### src/rtl/lector_bus_rtc_if.sv
// lector_bus_rtc_if
//   Groups the signals between the RTC read sequencer, the RTC control FSM
//   and the bidirectional AD-bus pad logic.
//   master : controller / pad side (drives start, address and pad input value)
//   slave  : the read sequencer (drives the bus, the strobes and the result)
//   Signals:
//     inicio         start request
//     direccion      RTC register address to read
//     bus_entrada    value currently present on the AD bus pads
//     bus_salida     value to drive onto the AD bus
//     bus_habilitado pad output enable (1 = drive bus_salida)
//     cs_n/ad_n/wr_n/rd_n  active-low chip select and strobes
//     dato_leido     last byte read
//     dato_valido    one-cycle pulse when dato_leido has been updated
//     ocupado        transaction in progress
interface lector_bus_rtc_if;
   logic       inicio;
   logic [7:0] direccion;
   logic [7:0] bus_entrada;
   logic [7:0] bus_salida;
   logic       bus_habilitado;
   logic       cs_n;
   logic       ad_n;
   logic       wr_n;
   logic       rd_n;
   logic [7:0] dato_leido;
   logic       dato_valido;
   logic       ocupado;

   modport master (
      output inicio, direccion, bus_entrada,
      input  bus_salida, bus_habilitado, cs_n, ad_n, wr_n, rd_n,
             dato_leido, dato_valido, ocupado
   );

   modport slave (
      input  inicio, direccion, bus_entrada,
      output bus_salida, bus_habilitado, cs_n, ad_n, wr_n, rd_n,
             dato_leido, dato_valido, ocupado
   );
endinterface

### src/rtl/lector_bus_rtc.sv
// lector_bus_rtc
//   Read sequencer for the multiplexed 8-bit address/data bus of the RTC chip.
//   A start request runs one read: address phase (address driven with the
//   ad_n/wr_n strobes), turnaround, RD strobe with capture of the returned
//   byte on the last cycle, and a recovery phase. The byte is then presented
//   with a one-cycle dato_valido pulse.
//   Parameter:
//     T_FASE  clock cycles per bus phase (>= 1)
//   Ports:
//     clk    system clock, rising edge
//     reset  asynchronous, active-high reset
//     bus    lector_bus_rtc_if.slave (see interface file for signal list)
//   All outputs come straight from flops: they are decoded from the next
//   state and registered, so the pads never see combinational glitches.
module lector_bus_rtc #(
   parameter int T_FASE = 4
) (
   input  logic              clk,
   input  logic              reset,
   lector_bus_rtc_if.slave   bus
);

   localparam int            CW     = (T_FASE > 1) ? $clog2(T_FASE) : 1;
   localparam logic [CW-1:0] ULTIMO = CW'(T_FASE - 1);

   typedef enum logic [2:0] {
      REPOSO,
      DIRECCION,
      LIBERA,
      LECTURA,
      FIN
   } estado_t;

   estado_t       estado_q, estado_d;
   logic [CW-1:0] cnt_q, cnt_d;
   logic [7:0]    dir_q, dir_d;
   logic [7:0]    dato_q, dato_d;
   logic [7:0]    salida_q, salida_d;
   logic          hab_q, hab_d;
   logic          cs_n_q, cs_n_d;
   logic          ad_n_q, ad_n_d;
   logic          wr_n_q, wr_n_d;
   logic          rd_n_q, rd_n_d;
   logic          valido_q, valido_d;
   logic          ocupado_q, ocupado_d;
   logic          fin_fase;

   assign fin_fase = (cnt_q == ULTIMO);

   // Next state, phase counter and captured data.
   always_comb begin
      // NOTE: every signal gets a default before the case so no path leaves
      // it unassigned, which would otherwise infer a latch.
      estado_d = estado_q;
      dir_d    = dir_q;
      dato_d   = dato_q;
      valido_d = 1'b0;

      case (estado_q)
         REPOSO: begin
            if (bus.inicio) begin
               estado_d = DIRECCION;
               dir_d    = bus.direccion;
            end
         end
         DIRECCION: if (fin_fase) estado_d = LIBERA;
         LIBERA:    if (fin_fase) estado_d = LECTURA;
         LECTURA: begin
            if (fin_fase) begin
               estado_d = FIN;
               // Only the edge closing the last RD cycle samples the pads.
               dato_d   = bus.bus_entrada;
            end
         end
         FIN: begin
            if (fin_fase) begin
               estado_d = REPOSO;
               valido_d = 1'b1;
            end
         end
         default: estado_d = REPOSO;
      endcase

      // Counter restarts on every state change and rests at 0 in REPOSO.
      if (estado_d != estado_q || estado_q == REPOSO) begin
         cnt_d = '0;
      end else begin
         cnt_d = cnt_q + 1'b1;
      end
   end

   // Output decode from the state being entered, so the registered outputs
   // line up exactly with the registered state.
   always_comb begin
      salida_d  = 8'h00;
      hab_d     = 1'b0;
      cs_n_d    = 1'b1;
      ad_n_d    = 1'b1;
      wr_n_d    = 1'b1;
      rd_n_d    = 1'b1;
      ocupado_d = (estado_d != REPOSO);

      case (estado_d)
         DIRECCION: begin
            cs_n_d   = 1'b0;
            ad_n_d   = 1'b0;
            wr_n_d   = 1'b0;
            hab_d    = 1'b1;
            salida_d = dir_d;
         end
         LIBERA:  cs_n_d = 1'b0;
         LECTURA: begin
            cs_n_d = 1'b0;
            rd_n_d = 1'b0;
         end
         default: ;
      endcase
   end

   // NOTE: state registers use non-blocking assignments so every flop samples
   // the pre-edge value of the others.
   always_ff @(posedge clk or posedge reset) begin
      if (reset) begin
         estado_q  <= REPOSO;
         cnt_q     <= '0;
         dir_q     <= 8'h00;
         dato_q    <= 8'h00;
         salida_q  <= 8'h00;
         hab_q     <= 1'b0;
         cs_n_q    <= 1'b1;
         ad_n_q    <= 1'b1;
         wr_n_q    <= 1'b1;
         rd_n_q    <= 1'b1;
         valido_q  <= 1'b0;
         ocupado_q <= 1'b0;
      end else begin
         estado_q  <= estado_d;
         cnt_q     <= cnt_d;
         dir_q     <= dir_d;
         dato_q    <= dato_d;
         salida_q  <= salida_d;
         hab_q     <= hab_d;
         cs_n_q    <= cs_n_d;
         ad_n_q    <= ad_n_d;
         wr_n_q    <= wr_n_d;
         rd_n_q    <= rd_n_d;
         valido_q  <= valido_d;
         ocupado_q <= ocupado_d;
      end
   end

   assign bus.bus_salida     = salida_q;
   assign bus.bus_habilitado = hab_q;
   assign bus.cs_n           = cs_n_q;
   assign bus.ad_n           = ad_n_q;
   assign bus.wr_n           = wr_n_q;
   assign bus.rd_n           = rd_n_q;
   assign bus.dato_leido     = dato_q;
   assign bus.dato_valido    = valido_q;
   assign bus.ocupado        = ocupado_q;

endmodule

### src/flat_wrapper.sv
// flat-port wrapper written by rule: the top's interface ports become plain ports
module lector_bus_rtc_flat 
#(
   parameter int T_FASE = 4
)
  (clk, reset, bus_inicio, bus_direccion, bus_bus_entrada, bus_bus_salida, bus_bus_habilitado, bus_cs_n, bus_ad_n, bus_wr_n, bus_rd_n, bus_dato_leido, bus_dato_valido, bus_ocupado);
  lector_bus_rtc_if bus_i ();
  input  logic clk;
  input  logic reset;
  input wire logic [$bits(bus_i.inicio)-1:0] bus_inicio;
  input wire logic [$bits(bus_i.direccion)-1:0] bus_direccion;
  input wire logic [$bits(bus_i.bus_entrada)-1:0] bus_bus_entrada;
  output wire logic [$bits(bus_i.bus_salida)-1:0] bus_bus_salida;
  output wire logic [$bits(bus_i.bus_habilitado)-1:0] bus_bus_habilitado;
  output wire logic [$bits(bus_i.cs_n)-1:0] bus_cs_n;
  output wire logic [$bits(bus_i.ad_n)-1:0] bus_ad_n;
  output wire logic [$bits(bus_i.wr_n)-1:0] bus_wr_n;
  output wire logic [$bits(bus_i.rd_n)-1:0] bus_rd_n;
  output wire logic [$bits(bus_i.dato_leido)-1:0] bus_dato_leido;
  output wire logic [$bits(bus_i.dato_valido)-1:0] bus_dato_valido;
  output wire logic [$bits(bus_i.ocupado)-1:0] bus_ocupado;
  assign bus_i.inicio = bus_inicio;
  assign bus_i.direccion = bus_direccion;
  assign bus_i.bus_entrada = bus_bus_entrada;
  assign bus_bus_salida = bus_i.bus_salida;
  assign bus_bus_habilitado = bus_i.bus_habilitado;
  assign bus_cs_n = bus_i.cs_n;
  assign bus_ad_n = bus_i.ad_n;
  assign bus_wr_n = bus_i.wr_n;
  assign bus_rd_n = bus_i.rd_n;
  assign bus_dato_leido = bus_i.dato_leido;
  assign bus_dato_valido = bus_i.dato_valido;
  assign bus_ocupado = bus_i.ocupado;
  lector_bus_rtc #(.T_FASE(T_FASE)) u_core (.clk(clk), .reset(reset), .bus(bus_i));
endmodule
### config.mk
export PLATFORM = sky130hd
export DESIGN_NAME = lector_bus_rtc_flat
export DESIGN_NICKNAME = d
export VERILOG_FILES = /design/src/rtl/lector_bus_rtc_if.sv /design/src/rtl/lector_bus_rtc.sv /design/src/flat_wrapper.sv
export SDC_FILE = /design/constraint.sdc
export NUM_CORES = 1
export LEC_CHECK = 0
export CORE_ASPECT_RATIO = 1.4
export CORE_MARGIN = 2
export CORE_UTILIZATION = 30
export CTS_CLUSTER_SIZE = 40
export DETAILED_ROUTE_END_ITERATION = 10
export HOLD_SLACK_MARGIN = 0.12
export PLACE_DENSITY = 0.64
export SETUP_SLACK_MARGIN = 0.02
export SYNTH_ARGS = -nofsm -noshare
export SYNTH_HDL_FRONTEND = slang
export SYNTH_SLANG_ARGS = --single-unit
### constraint.sdc
create_clock -name clk -period 2.2 [get_ports clk]
set_input_delay 0.33 -clock clk [delete_from_list [all_inputs] [get_ports clk]]
set_output_delay 0.33 -clock clk [all_outputs]
set_load 0.01 [all_outputs]
==> results.yml, run 1 <==
global_routing:
  grt_max_degree: 36
  grt-ovfl-total: 0
  grt_usage: 0.101
  grt_pass1_wl_mm: 3.74
  grt_pass1_vias: 840
  antenna_found_initial: 0
timing:
  finalHoldViolCount: 0
  finalCriticalPeriod_ps: 1690
  fin_crit_sh: 0.766
  slew_headroom: 0.683
  tns_ps: 0
  max_freq_mhz: 593
  slew_violations: 0
  whs_ps: 441
  skew_ps: 7.50
  tightest_slew_ps: 473
  rsz0062_at_grt: "no"
  setup_violations: 0
synthesis:
  syn_nets: 111
  ys_seq_elements: 35
  ys_seq_area_frac: 0.649
  synth_edf_count: 0
  synth.distinct_cells: 29
  netlist_instances: 91
  postSynth.asyncResetShare: 1.00
  synthTopCellsByArea: "dfrtp_1 (59%), mux2_2 (12%), dfstp_2 (5.8%), and2b_1 (3.9%), nor4b_4 (1.8%)"
  synth_top_area_cell: "dfrtp_1"
  synth.top_cell.area_share: 0.590
  synth_ff_type: "dfrtp_1"
  yosysWarnings: 0
  syn_avg_cell_area_um2: 14.9
  syn_area_um2: 1360
routing:
  post_drt_wl_per_cell_um: 12.1
  top_layer_used: "met4"
  ant_nets: 0
  dr_wl_met3_um: 277
  drtIter0Drc: 8
  wl_met1_um: 880
  wl_met2_mm: 1.18
  firstDrtPassIters: 3
  vias: 838
  wl_mm: 2.38
  drc: 0
  via_per_inst: 4.25
floorplanning:
  die-height_um: 83.6
  row_count: 28
  initial_core_util: 0.317
  fp.dieArea_um2: 5080
  core_area_um2: 4270
  pin_count: 42
  die_w_um: 60.8
run:
  maxCapViolCount: 0
cts:
  cts-root-buf: "clkbuf_8"
  clock_sinks: 35
  cts_hold_buf: 0
  cts_buffers: 5
  cts.repair.resized: 0
  h-tree-depth: 2
  cts_tree: "yes"
  postCtsSetupBuffers: 0
  clockBufferDepth: 2
  clk_latency_ps: 290
  path_clk_slew_ps: 70
setup_path:
  worstRegToRegCells: 3
  r2r-end: "u_core.bus.dato_leido[4]"
  path_cells: "clkdlybuf4s50_1"
  end_kind: "output port"
  path_buf_inv: 1
  worstPathRequired_ps: 1870
  worstSetupStartpointType: "register"
  crit_type: "reg2out"
  path_depth: 1
  crit_slowest_cell: "dfstp_2"
  r2r_setup_slack_ps: 520
  cp_max_fo: 2
  cp.arrival_ps: 1360
  max_stage_delay_ps: 540
  rr_startpoint: "u_core.cnt_q[0]"
  critPathTopFamily: "flip-flops"
placement:
  portBuffers: 41
  gp_congestion: 0.753
  hpwl_mm: 1.71
finish:
  area_delta_synth_final_pct: 42.3
  n_antenna_cell: 0
  drive_gt1_frac: 0.226
  fin_nets: 156
power_and_ir_drop:
  ir_drop_uv: 650
  p_leak_nw: 0.839
  p_per_area_nw_per_um2: 1380
min_path:
  hold_class: "in2async"
run_status:
  outcome: "complete, no violations"
==> worst reg2reg max path, stage by stage, from the launching register on <==
cell and delay (ps):
dfrtp_1 360, ha_1 340, nand4b_1 450, mux2_2 420
==> flip-flops by register name, indices dropped and copies added (netlist names) <==
signal,count
u_core.bus.bus_salida,8
u_core.bus.dato_leido,8
u_core.dir_q,8
u_core.estado_q,3
u_core.cnt_q,2
u_core.bus.ad_n,1
u_core.bus.bus_habilitado,1
u_core.bus.cs_n,1
u_core.bus.dato_valido,1
u_core.bus.ocupado,1
u_core.bus.rd_n,1
==> final cells by class <==
class	instances	area, µm²
Fill cell	420	2340
Sequential cell	35	880
Multi-Input combinational cell	48	427
Clock buffer	5	68.8
Tap cell	60	75.1
Timing Repair Buffer	43	425
Inverter	3	11.3
Clock inverter	3	43.8
==> Yosys cell counts (2+ instances only) <==
library cell  number
and2b_1            7
buf_6              2
dfrtp_1           32
dfstp_2            3
inv_1              3
mux2_2            15
nand2b_1           3
nor2_1             3
nor2b_1            2
xor2_1             2
==> how the worst max path moves through the flow <==
stage          slack [ps]                  endpoint          startpoint
2_1_floorplan         590  u_core.bus.bus_salida[0]  u_core.estado_q[2]
3_3_place_gp          310  u_core.bus.bus_salida[5]          bus_inicio
3_5_place_dp          280  u_core.bus.bus_salida[4]          bus_inicio
4_1_cts               480  u_core.bus.dato_leido[1]     u_core.cnt_q[0]
5_1_grt               390  u_core.bus.dato_leido[1]     u_core.cnt_q[0]
6_report              510                  bus_wr_n     u_core.bus.ad_n
==> report_power, final <==
group / total, mW / switching, mW / leakage, nW / internal, mW
Clock: 0.567 / 0.230 / 0.0581 / 0.337
Combinational: 1.00 / 0.373 / 0.358 / 0.628
Sequential: 1.10 / 0.156 / 0.423 / 0.944
==> layout by cell type, fill, tap and decap left out <==
| cell type | n |
|---|---|
| nand2b_1 | 3 |
| nand4b_1 | 1 |
| nand2_1 | 1 |
| dfstp_2 | 3 |
| o21ai_0 | 1 |
| clkdlybuf4s50_1 | 41 |
| clkbuf_8 | 5 |
| o21a_1 | 1 |
| and2_1 | 1 |
| buf_4 | 2 |
| mux2i_1 | 1 |
| or3b_2 | 1 |
| clkinv_4 | 1 |
| inv_1 | 3 |
| nor2_1 | 3 |
| mux2_2 | 15 |
| and2b_1 | 7 |
| dfrtp_1 | 32 |
| a311o_1 | 1 |
| o21bai_1 | 1 |
| a21oi_1 | 1 |
| xor2_1 | 2 |
| clkinv_2 | 1 |
| nor4b_4 | 1 |
| mux2_4 | 1 |
| nor2b_1 | 2 |
| bufinv_16 | 1 |
| nor3_1 | 1 |
| a211o_1 | 1 |
| nand3b_1 | 1 |
| ha_1 | 1 |
==> per-layer routing <==
layer,GRT usage,vias to the layer above
li1,-,390
met1,0.0979,404
met2,0.164,38
met3,0.0574,6
met4,0.0534,0
met5,0,-
==> logic make-up (layout without fill, tap and decap cells) <==
logic type                 after synthesis  in the layout  synth area share
and+or+nand+nor                         22             22             0.117
DFF                                     35             35             0.649
AOI/OAI and AO/OA                        6              6            0.0323
xor gates and xnor gates                 2              2            0.0129
buffers and inverters                    8             54            0.0369
muxes                                   17             17             0.143
adders and majority gates                1              1           0.00922
==> metrics by stage <==
step | utilization | power (mW) | cell area [µm²] | instances | setup WS [ps]
after floorplan | - | 1.68 | 1360 | 91 | 588
after global placement | 0.425 | 2.10 | 1820 | 189 | 311
after detailed placement | 0.425 | 2.13 | 1820 | 189 | 282
after CTS | 0.452 | 2.72 | 1930 | 197 | 479
after global routing | 0.452 | 2.84 | 1930 | 197 | 392
final | 0.452 | 2.67 | 1930 | 197 | 514
Power figures use the tool's default switching activity.
==> run 2: changes to the inputs <==
Settings changed: PLACE_DENSITY 0.64 to 0.66.
Clock period 2.2 ns to 1.4 ns, I/O delays scaled along.
==> results.yml, run 2 (synthesis results as in run 1) <==
finish:
  mostFrequentLayoutCell: "dfrtp_1"
  nFillCells: 410
  n_antenna_cell: 0
  fin_nets: 173
  most-common-layout-cells: "dfrtp_1 (31), clkdlybuf4s50_1 (18), mux2_4 (13)"
  instances_no_fill: 214
  final_util: 0.510
  area_delta_synth_final_pct: 60.8
  drive_gt1_frac: 0.344
setup_path:
  worstPathRequired_ps: 1580
  crit_type: "reg2reg"
  cp.arrival_ps: 1680
  path_buf_inv: 1
  critPathTopFamily: "simple AND/OR/NAND/NOR gates"
  cp_max_fo: 3
  end_kind: "register"
  path_cells: "nor4b_4 > buf_4 > mux2_4 > and2b_1"
  max_stage_delay_ps: 410
  crit_slowest_cell: "dfrtp_1"
  worstSetupStartpointType: "register"
floorplanning:
  row_count: 28
  die_w_um: 60.8
  fp.dieArea_um2: 5080
  die-height_um: 83.6
  pin_count: 42
  initial_core_util: 0.317
  core_area_um2: 4270
global_routing:
  grt-ovfl-total: 0
  grt_pass1_wl_mm: 4.80
  grt_usage: 0.133
  grt_max_degree: 36
  antenna_found_initial: 0
  grt_pass1_vias: 1005
power_and_ir_drop:
  p_seq_frac: 0.358
  p_leak_nw: 1.15
  clkPwrFrac: 0.199
  ir_drop_uv: 1070
  p_sw_frac: 0.291
  p_per_area_nw_per_um2: 2150
  power_mw: 4.68
  power_switching_mw: 1.36
  power_frac_comb: 0.443
  internal_power_mw: 3.32
cts:
  path_clk_slew_ps: 70
  clk_latency_ps: 290
  h-tree-depth: 2
  cts_buffers: 5
  clockBufferDepth: 2
  cts-root-buf: "clkbuf_8"
  clock_sinks: 35
  cts_tree: "yes"
timing:
  slew_violations: 0
  whs_ps: 280
  skew_ps: 8.92
  setup_ws_ps: -104
  finalHoldViolCount: 0
  finalCriticalPeriod_ps: 1500
  tightest_slew_ps: 254
  rsz0062_at_grt: "yes"
  slew_headroom: 0.830
  fin_crit_sh: 1.07
  max_freq_mhz: 665
  setup_violations: 13
routing:
  wl_mm: 3.02
  ant_nets: 0
  drc: 0
  vias: 923
  via_per_inst: 4.31
  drtIter0Drc: 21
  firstDrtPassIters: 4
  post_drt_wl_per_cell_um: 14.1
placement:
  pre_cts_ws_ps: -328
  hpwl_mm: 2.06
  gp_congestion: 0.834
  dp.cells: 200
  portBuffers: 41
run:
  maxCapViolCount: 0
min_path:
  hold_class: "in2async"
run_status:
  outcome: "complete, but fails checks"
  violations: "negative setup slack"
[run 2: cell types whose count changed in the layout (fill, tap and decap cells not counted), moves of 10 or more]
cell             previous run  this run
dlymetal6s2s_1              0        11
buf_4                       2        12
clkdlybuf4s50_1            41        18
mux2_4                      1        13
dlygate4sd2_1               0        12
mux2_2                     15         3
[run 2: power by group through the flow]
stage | registers (mW) | logic [mW] | clock network [mW]
after floorplan | 1.78 | 0.939 | 0
after global placement | 1.67 | 1.87 | 0
after detailed placement | 1.69 | 1.93 | 0
after CTS | 1.68 | 2.00 | 0.959
after global routing | 1.73 | 2.26 | 1.02
final | 1.68 | 2.07 | 0.930
[run 2: final cells by class]
type / instances / area (µm²) / share of cell area
sequential: 35 / 881 / 0.404
timing repair buffer: 60 / 601 / 0.275
multi-input combinational: 48 / 495 / 0.227
clock buffer: 6 / 82.6 / 0.0379
tap: 60 / 75.1 / 0.0344
clock inverter: 2 / 35.0 / 0.0161
inverter: 3 / 11.3 / 0.00516
[run 2: worst min-delay path: stages]
cell,delay (ps)
clkdlybuf4s50_1,400
inv_1,100
buf_12,220
[run 2: stage by stage]
stage | TNS, ps | area (µm²)
2_1_floorplan | -3270 | 1390
3_3_place_gp | -3900 | 1930
3_5_place_dp | -4270 | 1930
4_1_cts | -776 | 2100
5_1_grt | -1990 | 2180
6_report | -864 | 2180
[run 2: timing repair]
item	in CTS	in global routing
cloned	0	0
setup buffers	2	4
hold buffers	0	0
pin swaps	1	1
gates resized for setup	27	15
setup endpoints to repair	39	37
[run 2: worst paths after layout]
| check | startpoint | end | slack [ps] | cells past startpoint |
|---|---|---|---|---|
| max | u_core.estado_q[0] | u_core.bus.bus_salida[3] | -100 | 4 |
| min | reset | u_core.bus.dato_leido[4] | 280 | 3 |
| max reg2reg | u_core.estado_q[0] | u_core.bus.bus_salida[3] | -100 | 4 |
| min reg2reg | u_core.dir_q[0] | u_core.dir_q[0] | 490 | 1 |
| max in group asynchronous | reset | u_core.bus.rd_n | 880 | 3 |
| min in group clk | u_core.dir_q[0] | u_core.dir_q[0] | 490 | 1 |
[run 2: per-layer routing]
| metal | track usage | vias to the layer above | routed length (µm) |
|---|---|---|---|
| li1 | - | 429 | - |
| met1 | 0.144 | 451 | 1110 |
| met2 | 0.213 | 37 | 1610 |
| met3 | 0.0543 | 6 | 221 |
| met4 | 0.0711 | 0 | 78 |
| met5 | 0 | - | 0 |
